$ cat config.mk
export PLATFORM = sky130hd
export DESIGN_NAME = digit_serial_adder_flat
export DESIGN_NICKNAME = d
export VERILOG_FILES = /design/src/rtl/digit_serial_adder_pkg.sv /design/src/rtl/digit_serial_adder_if.sv /design/src/rtl/digit_serial_adder_digit.sv /design/src/rtl/digit_serial_adder.sv /design/src/flat_wrapper.sv
export SDC_FILE = /design/constraint.sdc
export NUM_CORES = 1
export LEC_CHECK = 0
export ABC_AREA = 1
export CORE_MARGIN = 10
export CORE_UTILIZATION = 60
export CTS_CLUSTER_DIAMETER = 100
export DETAILED_ROUTE_END_ITERATION = 10
export DONT_BUFFER_PORTS = 1
export PLACE_DENSITY = 0.74
export SYNTH_ARGS = -nofsm -noshare
export SYNTH_HDL_FRONTEND = slang
export SYNTH_SLANG_ARGS = --single-unit
$ cat constraint.sdc
create_clock -name clk -period 2 [get_ports clk]
set_input_delay 0.3 -clock clk [delete_from_list [all_inputs] [get_ports clk]]
set_output_delay 0.3 -clock clk [all_outputs]
set_load 0.01 [all_outputs]
$ cat src/rtl/digit_serial_adder_pkg.sv
// Shared definitions for the digit-serial adder: operation modes, FSM encoding
// and the elaboration-time width check.
package gf_adder_pkg;

  localparam logic [1:0] MODE_ADD   = 2'b00;
  localparam logic [1:0] MODE_SUB   = 2'b01;
  localparam logic [1:0] MODE_GFADD = 2'b10;

  typedef enum logic [1:0] {
    ST_IDLE = 2'b00,
    ST_RUN  = 2'b01,
    ST_DONE = 2'b10
  } state_t;

  // True when the digit width is legal and evenly splits the operand.
  function automatic bit width_ok(input int data_width, input int digit_width);
    return (digit_width >= 1) && (digit_width <= data_width) &&
           ((data_width % digit_width) == 0);
  endfunction

endpackage

$ cat src/rtl/digit_serial_adder_if.sv
// Request/response handshake bundle between operand producers, the adder and
// its result consumer.
interface digit_serial_adder_if #(
  parameter int DATA_WIDTH = 32
);
  logic                  in_valid;
  logic                  in_ready;
  logic [1:0]            in_mode;
  logic [DATA_WIDTH-1:0] in_sum_a;
  logic [DATA_WIDTH-1:0] in_sum_b;
  logic                  in_carry;
  logic                  out_valid;
  logic                  out_ready;
  logic [DATA_WIDTH-1:0] out_sum_result;
  logic                  out_carry;
  logic                  out_overflow;

  modport slave (
    input  in_valid, in_mode, in_sum_a, in_sum_b, in_carry, out_ready,
    output in_ready, out_valid, out_sum_result, out_carry, out_overflow
  );

  modport master (
    output in_valid, in_mode, in_sum_a, in_sum_b, in_carry, out_ready,
    input  in_ready, out_valid, out_sum_result, out_carry, out_overflow
  );
endinterface

$ cat src/rtl/digit_serial_adder_digit.sv
// One digit slice: binary add with carry, or carry-free XOR in GF(2^m) mode.
module digit_adder #(
  parameter int DIGIT_WIDTH = 4
) (
  input  logic [DIGIT_WIDTH-1:0] a,
  input  logic [DIGIT_WIDTH-1:0] b,
  input  logic                   cin,
  input  logic                   gf_mode,
  output logic [DIGIT_WIDTH-1:0] sum,
  output logic                   cout
);
  logic [DIGIT_WIDTH:0] full;

  assign full = {1'b0, a} + {1'b0, b} + (DIGIT_WIDTH+1)'(cin);
  assign sum  = gf_mode ? (a ^ b) : full[DIGIT_WIDTH-1:0];
  assign cout = gf_mode ? 1'b0 : full[DIGIT_WIDTH];
endmodule

$ cat src/rtl/digit_serial_adder.sv
// Multi-cycle adder: consumes one DIGIT_WIDTH slice per clock, LSD first,
// with valid/ready handshakes on request and result sides.
module digit_serial_adder
  import gf_adder_pkg::*;
#(
  parameter int DATA_WIDTH  = 32,
  parameter int DIGIT_WIDTH = 4
) (
  input logic               clk,
  input logic               reset,
  digit_serial_adder_if.slave bus
);
  localparam int N  = DATA_WIDTH / DIGIT_WIDTH;
  localparam int CW = (N > 1) ? $clog2(N) : 1;

  if (!width_ok(DATA_WIDTH, DIGIT_WIDTH)) begin : g_bad_width
    $fatal(1, "digit_serial_adder: DIGIT_WIDTH must divide DATA_WIDTH");
  end

  state_t                state, state_nx;
  logic                  accept, last, in_ready, out_valid;
  logic [DATA_WIDTH-1:0] a_sh, b_sh, res_sh, res_next;
  logic                  carry, gf, msb_a, msb_b;
  logic [CW-1:0]         cnt;
  logic [DATA_WIDTH-1:0] sum_q;
  logic                  carry_q, ovf_q;
  logic [DIGIT_WIDTH-1:0] dsum;
  logic                  dcout;

  digit_adder #(.DIGIT_WIDTH(DIGIT_WIDTH)) u_digit (
    .a       (a_sh[DIGIT_WIDTH-1:0]),
    .b       (b_sh[DIGIT_WIDTH-1:0]),
    .cin     (carry),
    .gf_mode (gf),
    .sum     (dsum),
    .cout    (dcout)
  );

  // New digit enters at the top; after N shifts the LSD has reached bit 0.
  assign res_next = (res_sh >> DIGIT_WIDTH) |
                    (DATA_WIDTH'(dsum) << (DATA_WIDTH - DIGIT_WIDTH));
  assign last     = (cnt == CW'(N - 1));

  always_ff @(posedge clk) begin
    if (reset) state <= ST_IDLE;
    else       state <= state_nx;
  end

  always_comb begin
    state_nx  = state;
    in_ready  = 1'b0;
    out_valid = 1'b0;
    accept    = 1'b0;
    case (state)
      ST_IDLE: begin
        in_ready = 1'b1;
        if (bus.in_valid) begin
          accept   = 1'b1;
          state_nx = ST_RUN;
        end
      end
      ST_RUN: begin
        if (last) state_nx = ST_DONE;
      end
      ST_DONE: begin
        out_valid = 1'b1;
        in_ready  = bus.out_ready;
        if (bus.out_ready) begin
          if (bus.in_valid) begin
            accept   = 1'b1;
            state_nx = ST_RUN;
          end else begin
            state_nx = ST_IDLE;
          end
        end
      end
      default: state_nx = ST_IDLE;
    endcase
  end

  always_ff @(posedge clk) begin
    if (reset) begin
      a_sh    <= '0;
      b_sh    <= '0;
      res_sh  <= '0;
      carry   <= 1'b0;
      gf      <= 1'b0;
      msb_a   <= 1'b0;
      msb_b   <= 1'b0;
      cnt     <= '0;
      sum_q   <= '0;
      carry_q <= 1'b0;
      ovf_q   <= 1'b0;
    end else if (accept) begin
      // Subtraction runs as A + ~B + 1 through the same adder.
      a_sh  <= bus.in_sum_a;
      b_sh  <= (bus.in_mode == MODE_SUB) ? ~bus.in_sum_b : bus.in_sum_b;
      gf    <= (bus.in_mode == MODE_GFADD);
      msb_a <= bus.in_sum_a[DATA_WIDTH-1];
      msb_b <= (bus.in_mode == MODE_SUB) ? ~bus.in_sum_b[DATA_WIDTH-1]
                                         : bus.in_sum_b[DATA_WIDTH-1];
      case (bus.in_mode)
        MODE_SUB:   carry <= 1'b1;
        MODE_GFADD: carry <= 1'b0;
        default:    carry <= bus.in_carry;
      endcase
      cnt <= '0;
    end else if (state == ST_RUN) begin
      a_sh   <= a_sh >> DIGIT_WIDTH;
      b_sh   <= b_sh >> DIGIT_WIDTH;
      res_sh <= res_next;
      carry  <= gf ? 1'b0 : dcout;
      cnt    <= cnt + CW'(1);
      if (last) begin
        sum_q   <= res_next;
        carry_q <= gf ? 1'b0 : dcout;
        ovf_q   <= ~gf & (msb_a == msb_b) & (res_next[DATA_WIDTH-1] != msb_a);
      end
    end
  end

  assign bus.in_ready       = in_ready;
  assign bus.out_valid      = out_valid;
  assign bus.out_sum_result = sum_q;
  assign bus.out_carry      = carry_q;
  assign bus.out_overflow   = ovf_q;
endmodule
$ cat src/flat_wrapper.sv
// flat-port wrapper written by rule: the top's interface ports become plain ports
module digit_serial_adder_flat import gf_adder_pkg::*;
#(
  parameter int DATA_WIDTH  = 32,
  parameter int DIGIT_WIDTH = 4
)
  (clk, reset, bus_in_valid, bus_in_mode, bus_in_sum_a, bus_in_sum_b, bus_in_carry, bus_out_ready, bus_in_ready, bus_out_valid, bus_out_sum_result, bus_out_carry, bus_out_overflow);
  digit_serial_adder_if #(.DATA_WIDTH(DATA_WIDTH)) bus_i ();
  input logic clk;
  input logic reset;
  input wire logic [$bits(bus_i.in_valid)-1:0] bus_in_valid;
  input wire logic [$bits(bus_i.in_mode)-1:0] bus_in_mode;
  input wire logic [$bits(bus_i.in_sum_a)-1:0] bus_in_sum_a;
  input wire logic [$bits(bus_i.in_sum_b)-1:0] bus_in_sum_b;
  input wire logic [$bits(bus_i.in_carry)-1:0] bus_in_carry;
  input wire logic [$bits(bus_i.out_ready)-1:0] bus_out_ready;
  output wire logic [$bits(bus_i.in_ready)-1:0] bus_in_ready;
  output wire logic [$bits(bus_i.out_valid)-1:0] bus_out_valid;
  output wire logic [$bits(bus_i.out_sum_result)-1:0] bus_out_sum_result;
  output wire logic [$bits(bus_i.out_carry)-1:0] bus_out_carry;
  output wire logic [$bits(bus_i.out_overflow)-1:0] bus_out_overflow;
  assign bus_i.in_valid = bus_in_valid;
  assign bus_i.in_mode = bus_in_mode;
  assign bus_i.in_sum_a = bus_in_sum_a;
  assign bus_i.in_sum_b = bus_in_sum_b;
  assign bus_i.in_carry = bus_in_carry;
  assign bus_i.out_ready = bus_out_ready;
  assign bus_in_ready = bus_i.in_ready;
  assign bus_out_valid = bus_i.out_valid;
  assign bus_out_sum_result = bus_i.out_sum_result;
  assign bus_out_carry = bus_i.out_carry;
  assign bus_out_overflow = bus_i.out_overflow;
  digit_serial_adder #(.DATA_WIDTH(DATA_WIDTH), .DIGIT_WIDTH(DIGIT_WIDTH)) u_core (.clk(clk), .reset(reset), .bus(bus_i));
endmodule
==> metrics.txt <==
status finished clean; Tcrit/Tclk final 93.3%; Final Util 72.6%; Cell Count, Final, Fillers Out 875; synth-to-layout area growth 17.9%; worst path buffer plus inverter count 1; Core ar. 9200 sq um; I/O pin cnt 107; Static Leak 2.64 nW; library cells used by synthesis 30; Synth Net Count 812; Cell Rows 35; CTS tree yes; Critical Path RT 2.44 ns; vias in the first global route 4525; Worst-path clk slew 0.06 ns; die width 117 um; drt drc 0; drt pass-1 iters 5; Top delay family on crit path adder cells; Worst Skew 0.00707 ns; sequential cell area 2710 sq um; Synth Instances 731; Fmax 0.536 GHz; # placed instances 802; Clock Sink Count 135; antenna violations before repair 0; critical path's largest stage delay 0.40 ns; DR vias 4761; synthesized area 5660 sq um; root buf cell clkbuf_8; first-pass GRT wire length 21600 um; placed wire-length estimate 8310 um; H-tree depth 4; Synth Area per Inst 7.75 sq um; vias per cell 5.44; multi-input logic area 2560 sq um; VDD IR max 0.629 mV; Iteration-0 DRC Markers 385; drt total wl 13200 um; CP Class flop to flop; Hold Vio Cnt, Final 0; total die area 13700 sq um; share of layout cells above drive strength 1 7.59%; Worst slew margin 56.4%; startpoint types flop; Final setup viols 0; Total GRT Usage 19.6%; critical path peak fanout 2; Chip Height 117 um; Max Cap Violations 0; critical-path cell list inv_1, fa_2, fa_1, nand3b_1, a21oi_2, o21ai_1, a21oi_1; post-CTS setup buffers 0; Tightest Pin Transition 0.653 ns; sequential fraction of the synthesis area 47.7%; Inserted Diodes 0; largest net degree at the start of global routing 85; Initial Utilization 61.6%; cell at the slowest stage of the critical path fa_2; placer congestion estimate 0.865; Wirelength per Cell 15.1 um; synthesized flop and latch total 135; clk buf depth 2; minimum clock period 1.87 ns; fin. max-slew vios 0; pwr/cell area 1040 nW/um^2; endpoint type of the worst setup path flop; synth warn 0; Overflow after GRT 0; PortBufs 0; Final Total Pwr 6.96 mW; NumNets Final 832; Post-DRT Antenna Nets 0; Worst-Skew Late Latency 0.51 ns; Fill cells 725; Fin Setup TNS 0 ns; Worst Hold Class primary input to flop; total CTS buffers 17; Hold WS 0.00927 ns; Worst EP arrival 2.30 ns
## synthesized netlist by cell type
library cell  count  area, sq um
nand2_1         232          871
dfxtp_1         135         2700
nor2_1           79          297
a31oi_1          51          319
o21ai_0          50          250
a21oi_1          45          225
xor2_1           33          289
inv_1            17         63.8
clkbuf_1         15         56.3
buf_2            13         65.1
buf_4            11         82.6
buf_6             9          101
ha_1              8          100
o21ai_1           6         30.0
nand3_1           5         25.0
inv_2             4         15.0
fa_1              2         40.0
inv_4             2         12.5
nand2_4           2         22.5
o21a_1            2         15.0
a21oi_2           1         8.76
buf_1             1         3.75
clkbuf_2          1         5.00
mux2i_1           1         10.0
nand2_2           1         6.26
nand3b_1          1         7.51
nor2_4            1         11.3
o211ai_1          1         7.51
o21bai_2          1         11.3
o31ai_1           1         7.51
## cell type report
type | instances | area share [%]
clock inverters | 13 | 3.24
well taps | 111 | 2.08
inverters | 23 | 1.37
clock buffers | 19 | 6.32
repair buffers | 51 | 8.10
multi-input cells | 523 | 38.4
flip-flops and latches | 135 | 40.5
## layer usage
metal  global-route usage [%]  routed length [um]  vias up
met1                     23.8                5580     2199
met3                     6.52                1100        9
met5                        0                   0        -
met4                     6.34                 116        0
li1                         -                   -     2420
met2                     32.0                6430      133
## worst min-delay path, delay by kind of cell
| family | cells | cell delay (ns) |
|---|---|---|
| AOI/OAI and AO/OA | 1 | 0.07 |
| and+or+nand+nor | 1 | 0.06 |
| xor gates and xnor gates | 1 | 0.04 |
## logic make-up (layout without fill, tap and decap cells)
group	after synthesis	in the layout	share of synthesized area (%)
compound gates	158	158	15.4
xor+xnor	33	33	5.11
fa+ha+maj	10	10	2.48
buf+inv	73	106	7.16
flops	135	135	47.7
mux	1	1	0.177
simple gates	321	321	21.9
## cells in the final DEF, fill, tap and decap left out, drive strengths merged
cell / n
o21ai: 56
nand3: 5
ha: 8
dfxtp: 135
o211ai: 1
clkinv: 1
mux2i: 1
clkinvlp: 3
nor2: 80
a21oi: 46
xor2: 33
nand2: 235
clkbuf: 19
fa: 2
o21a: 2
inv: 27
nand3b: 1
bufinv: 5
o21bai: 1
buf: 11
a31oi: 51
o31ai: 1
dlygate4sd3: 40
## flip-flops by register name, indices dropped and copies added, names as in the netlist
register and flops:
u_core.a_sh 32, u_core.b_sh 32, u_core.bus.out_sum_result 32, u_core.res_sh 28, u_core.cnt 3, u_core.state 2
u_core.bus.out_carry 1, u_core.bus.out_overflow 1, u_core.carry 1, u_core.gf 1, u_core.msb_a 1, u_core.msb_b 1
## report_power, final
part	total (mW)	internal (mW)	switching (mW)
combinational	0.670	0.268	0.402
clock	3.34	2.17	1.17
sequential	2.95	2.85	0.0986
## timing repair
item | in CTS | in global routing
hold endpoints to repair | 86 | 0
endpoints found under the setup margin | 0 | 2
resized for setup | 0 | 4
hold buffers | 41 | 0
## through the flow
| step | cell area (sq um) | worst slack, ns |
|---|---|---|
| 6_report | 6680 | 0.134 |
| 5_1_grt | 6680 | -0.00730 |
| 4_1_cts | 6670 | 0.0645 |
| 3_5_place_dp | 5600 | 0.0880 |
| 3_3_place_gp | 5600 | 0.192 |
| 2_1_floorplan | 5660 | 0.264 |
## final timing paths
path | from | to | slack (ns) | cells past startpoint
max | u_core.carry | u_core.carry | 0.13 | 7
min | bus_in_sum_b[17] | u_core.b_sh[17] | 0.009 | 3
max reg2reg | u_core.carry | u_core.carry | 0.13 | 7
min reg2reg | u_core.a_sh[28] | u_core.a_sh[28] | 0.47 | 2
No activity file was read; power rests on OpenSTA's default activity.
==> patch (config.mk and constraints unchanged) <==
`DATA_WIDTH` is set to 32 in 3 places; all go to 64.
--- a/src/rtl/digit_serial_adder_if.sv
+++ b/src/rtl/digit_serial_adder_if.sv
@@ -3,3 +3,3 @@
 interface digit_serial_adder_if #(
-  parameter int DATA_WIDTH = 32
+  parameter int DATA_WIDTH = 64
 );
--- a/src/rtl/digit_serial_adder.sv
+++ b/src/rtl/digit_serial_adder.sv
@@ -5,3 +5,3 @@
 #(
-  parameter int DATA_WIDTH  = 32,
+  parameter int DATA_WIDTH  = 64,
   parameter int DIGIT_WIDTH = 4
--- a/src/flat_wrapper.sv
+++ b/src/flat_wrapper.sv
@@ -3,3 +3,3 @@
 #(
-  parameter int DATA_WIDTH  = 32,
+  parameter int DATA_WIDTH  = 64,
   parameter int DIGIT_WIDTH = 4
Interface: changed (resized bus_in_sum_a, bus_in_sum_b and bus_out_sum_result); port bits go from 107 to 203. No check against the original RTL was run, so the function may have changed too.
==> patch against the original RTL <==
Total power rose by 69%. Synthesized cell count rose by 94%. The run now ends with negative hold slack, negative setup slack left. Worst setup slack got worse by 140 ps. Sequential cell count rose by 129. Clock skew barely moved. Cell count rose by 93%. Sequential share of layout area rose by 1.6 points. Final area rose by 88%. Global-route usage rose by 0.26 points. Combinational power rose by 99%. Largest power group is now registers. Die area rose by 72%. Non-clock buffer count rose by 53. Synthesized area rose by 90%. Wire length rose by 100%.
==> patch: results (changes against the original RTL) <==
Starting DRT DRC Count = 664 (+72%)
status = complete, but fails checks
CTS buffer count = 26 (+9)
Mapped Avg Cell Area = 7.55 um^2 (-2.5%)
largest net degree at the start of global routing = 127 (+49%)
GRT met2 Usage = 0.319 (-0.00166)
Hold Crit Class = in2reg
number of global-route vias before repair = 8,311 (+84%)
switching part of the total = 0.247 (+0.00687)
Fin. Hold Viols = 3 (+3)
GR Util met1 = 0.250 (+0.0119)
clk root buf = clkbuf_16
Synth top cells by count = 400 x nand2_1, 264 x dfxtp_1, 234 x nor2_1
PwrDens = 938 mW/mm^2 (-10%)
met2 routed WL = 13.0 mm (+100%)
Seq/Total Area, Yosys = 0.492 (+0.0150)
met3 WL post-DR = 2.12 mm (+94%)
critical path's top delay family = buffers and inverters
initial antenna violation count = 1 (+1)
number of fillers in the final layout = 1,423 (+96%)
leakage = 5.26 nW (+99%)
CTS clk-pin slew, worst paths = 60 ps (about the same)
CTS Hold Bufs = 16 (-61%)
worst-margin pin slew = 532 ps (-120 ps)
vias per cell = 5.47 (+0.59%)
share of cells above drive strength 1 = 0.0559 (-0.0200)
WP data arrival = 2470 ps (+170 ps)
post-synth cell types = 31 (+3.3%)
setup ws final = -10.4 ps (-145 ps)
DP HPWL = 16.1 mm (+94%)
critical path's slowest cell = dlygate4sd3_1
Post-Syn Nets = 1,565 (+93%)
Wirelength per Cell = 16.0 um (+5.6%)
post-CTS resize count = 1 (+1)
gpl congestion = 0.806 (-6.8%)
CP Max Fanout = 35 (+33)
Logic pwr share = 0.113 (+0.017)
Worst setup endpoint = u_core.a_sh[47]
final setup TNS = -11.7 ps (-11.7 ps)
Max clock buf depth = 3 (+1)
failing checks = negative hold slack, negative setup slack
DRT met1 WL = 11.4 mm (+100%)
worst reg2reg path depth = 8 (+1)
hold_ws = -0.956 ps (-10.2 ps)
Critical Path Max Stage Delay = 580 ps (+180 ps)
Layout Skew = 6.65 ps (-0.424 ps)
H-tree levels = 1 (-3)
M3 GR Usage = 0.0703 (+0.00505)
placed cell areas = 0.0108 mm^2 (+93%)
Clock power frac = 0.397 (-0.083)
Synth area leaders = dfxtp_1 49%, nand2_1 14%, nor2_1 8.2%, o21ai_0 6.2%, a31oi_1 5.7%
final setup vio count = 2 (+2)
pre-CTS setup slack = 18.0 ps (-70.0 ps)
GRT Total Usage = 0.199 (+0.00259)
VDD IR max = 0.821 mV (+31%)
final wirelength = 27.0 mm (+100%)
Reg-to-Reg Start = u_core.state[1]
first-pass GRT wire length = 40.9 mm (+89%)
patch: cell families after synthesis:
logic type	synth area share
buffers and inverters	0.0607
DFF	0.492
muxes	0.000933
and+or+nand+nor	0.232
xor gates and xnor gates	0.0539
adders and majority gates	0.0119
AOI/OAI and AO/OA	0.148
patch: worst min path at each step:
stage	startpoint	end	slack, ps
5_1_grt	bus_in_sum_b[2]	u_core.b_sh[2]	9
4_1_cts	reset	u_core.a_sh[10]	-160
3_3_place_gp	reset	u_core.a_sh[33]	380
3_5_place_dp	reset	u_core.a_sh[53]	380
6_report	bus_in_sum_b[22]	u_core.b_sh[22]	-1
2_1_floorplan	u_core.a_sh[60]	u_core.a_sh[60]	440
patch: layout make-up:
cell class,count,area (um^2),share of cell area
well taps,225,282,0.0224
inverters,36,155,0.0124
clock inverters,5,38.8,0.00309
repair buffers,104,1170,0.0932
flip-flops and latches,264,5290,0.421
multi-input cells,1017,4820,0.384
diodes,1,2.50,0.000199
clock buffers,41,797,0.0635
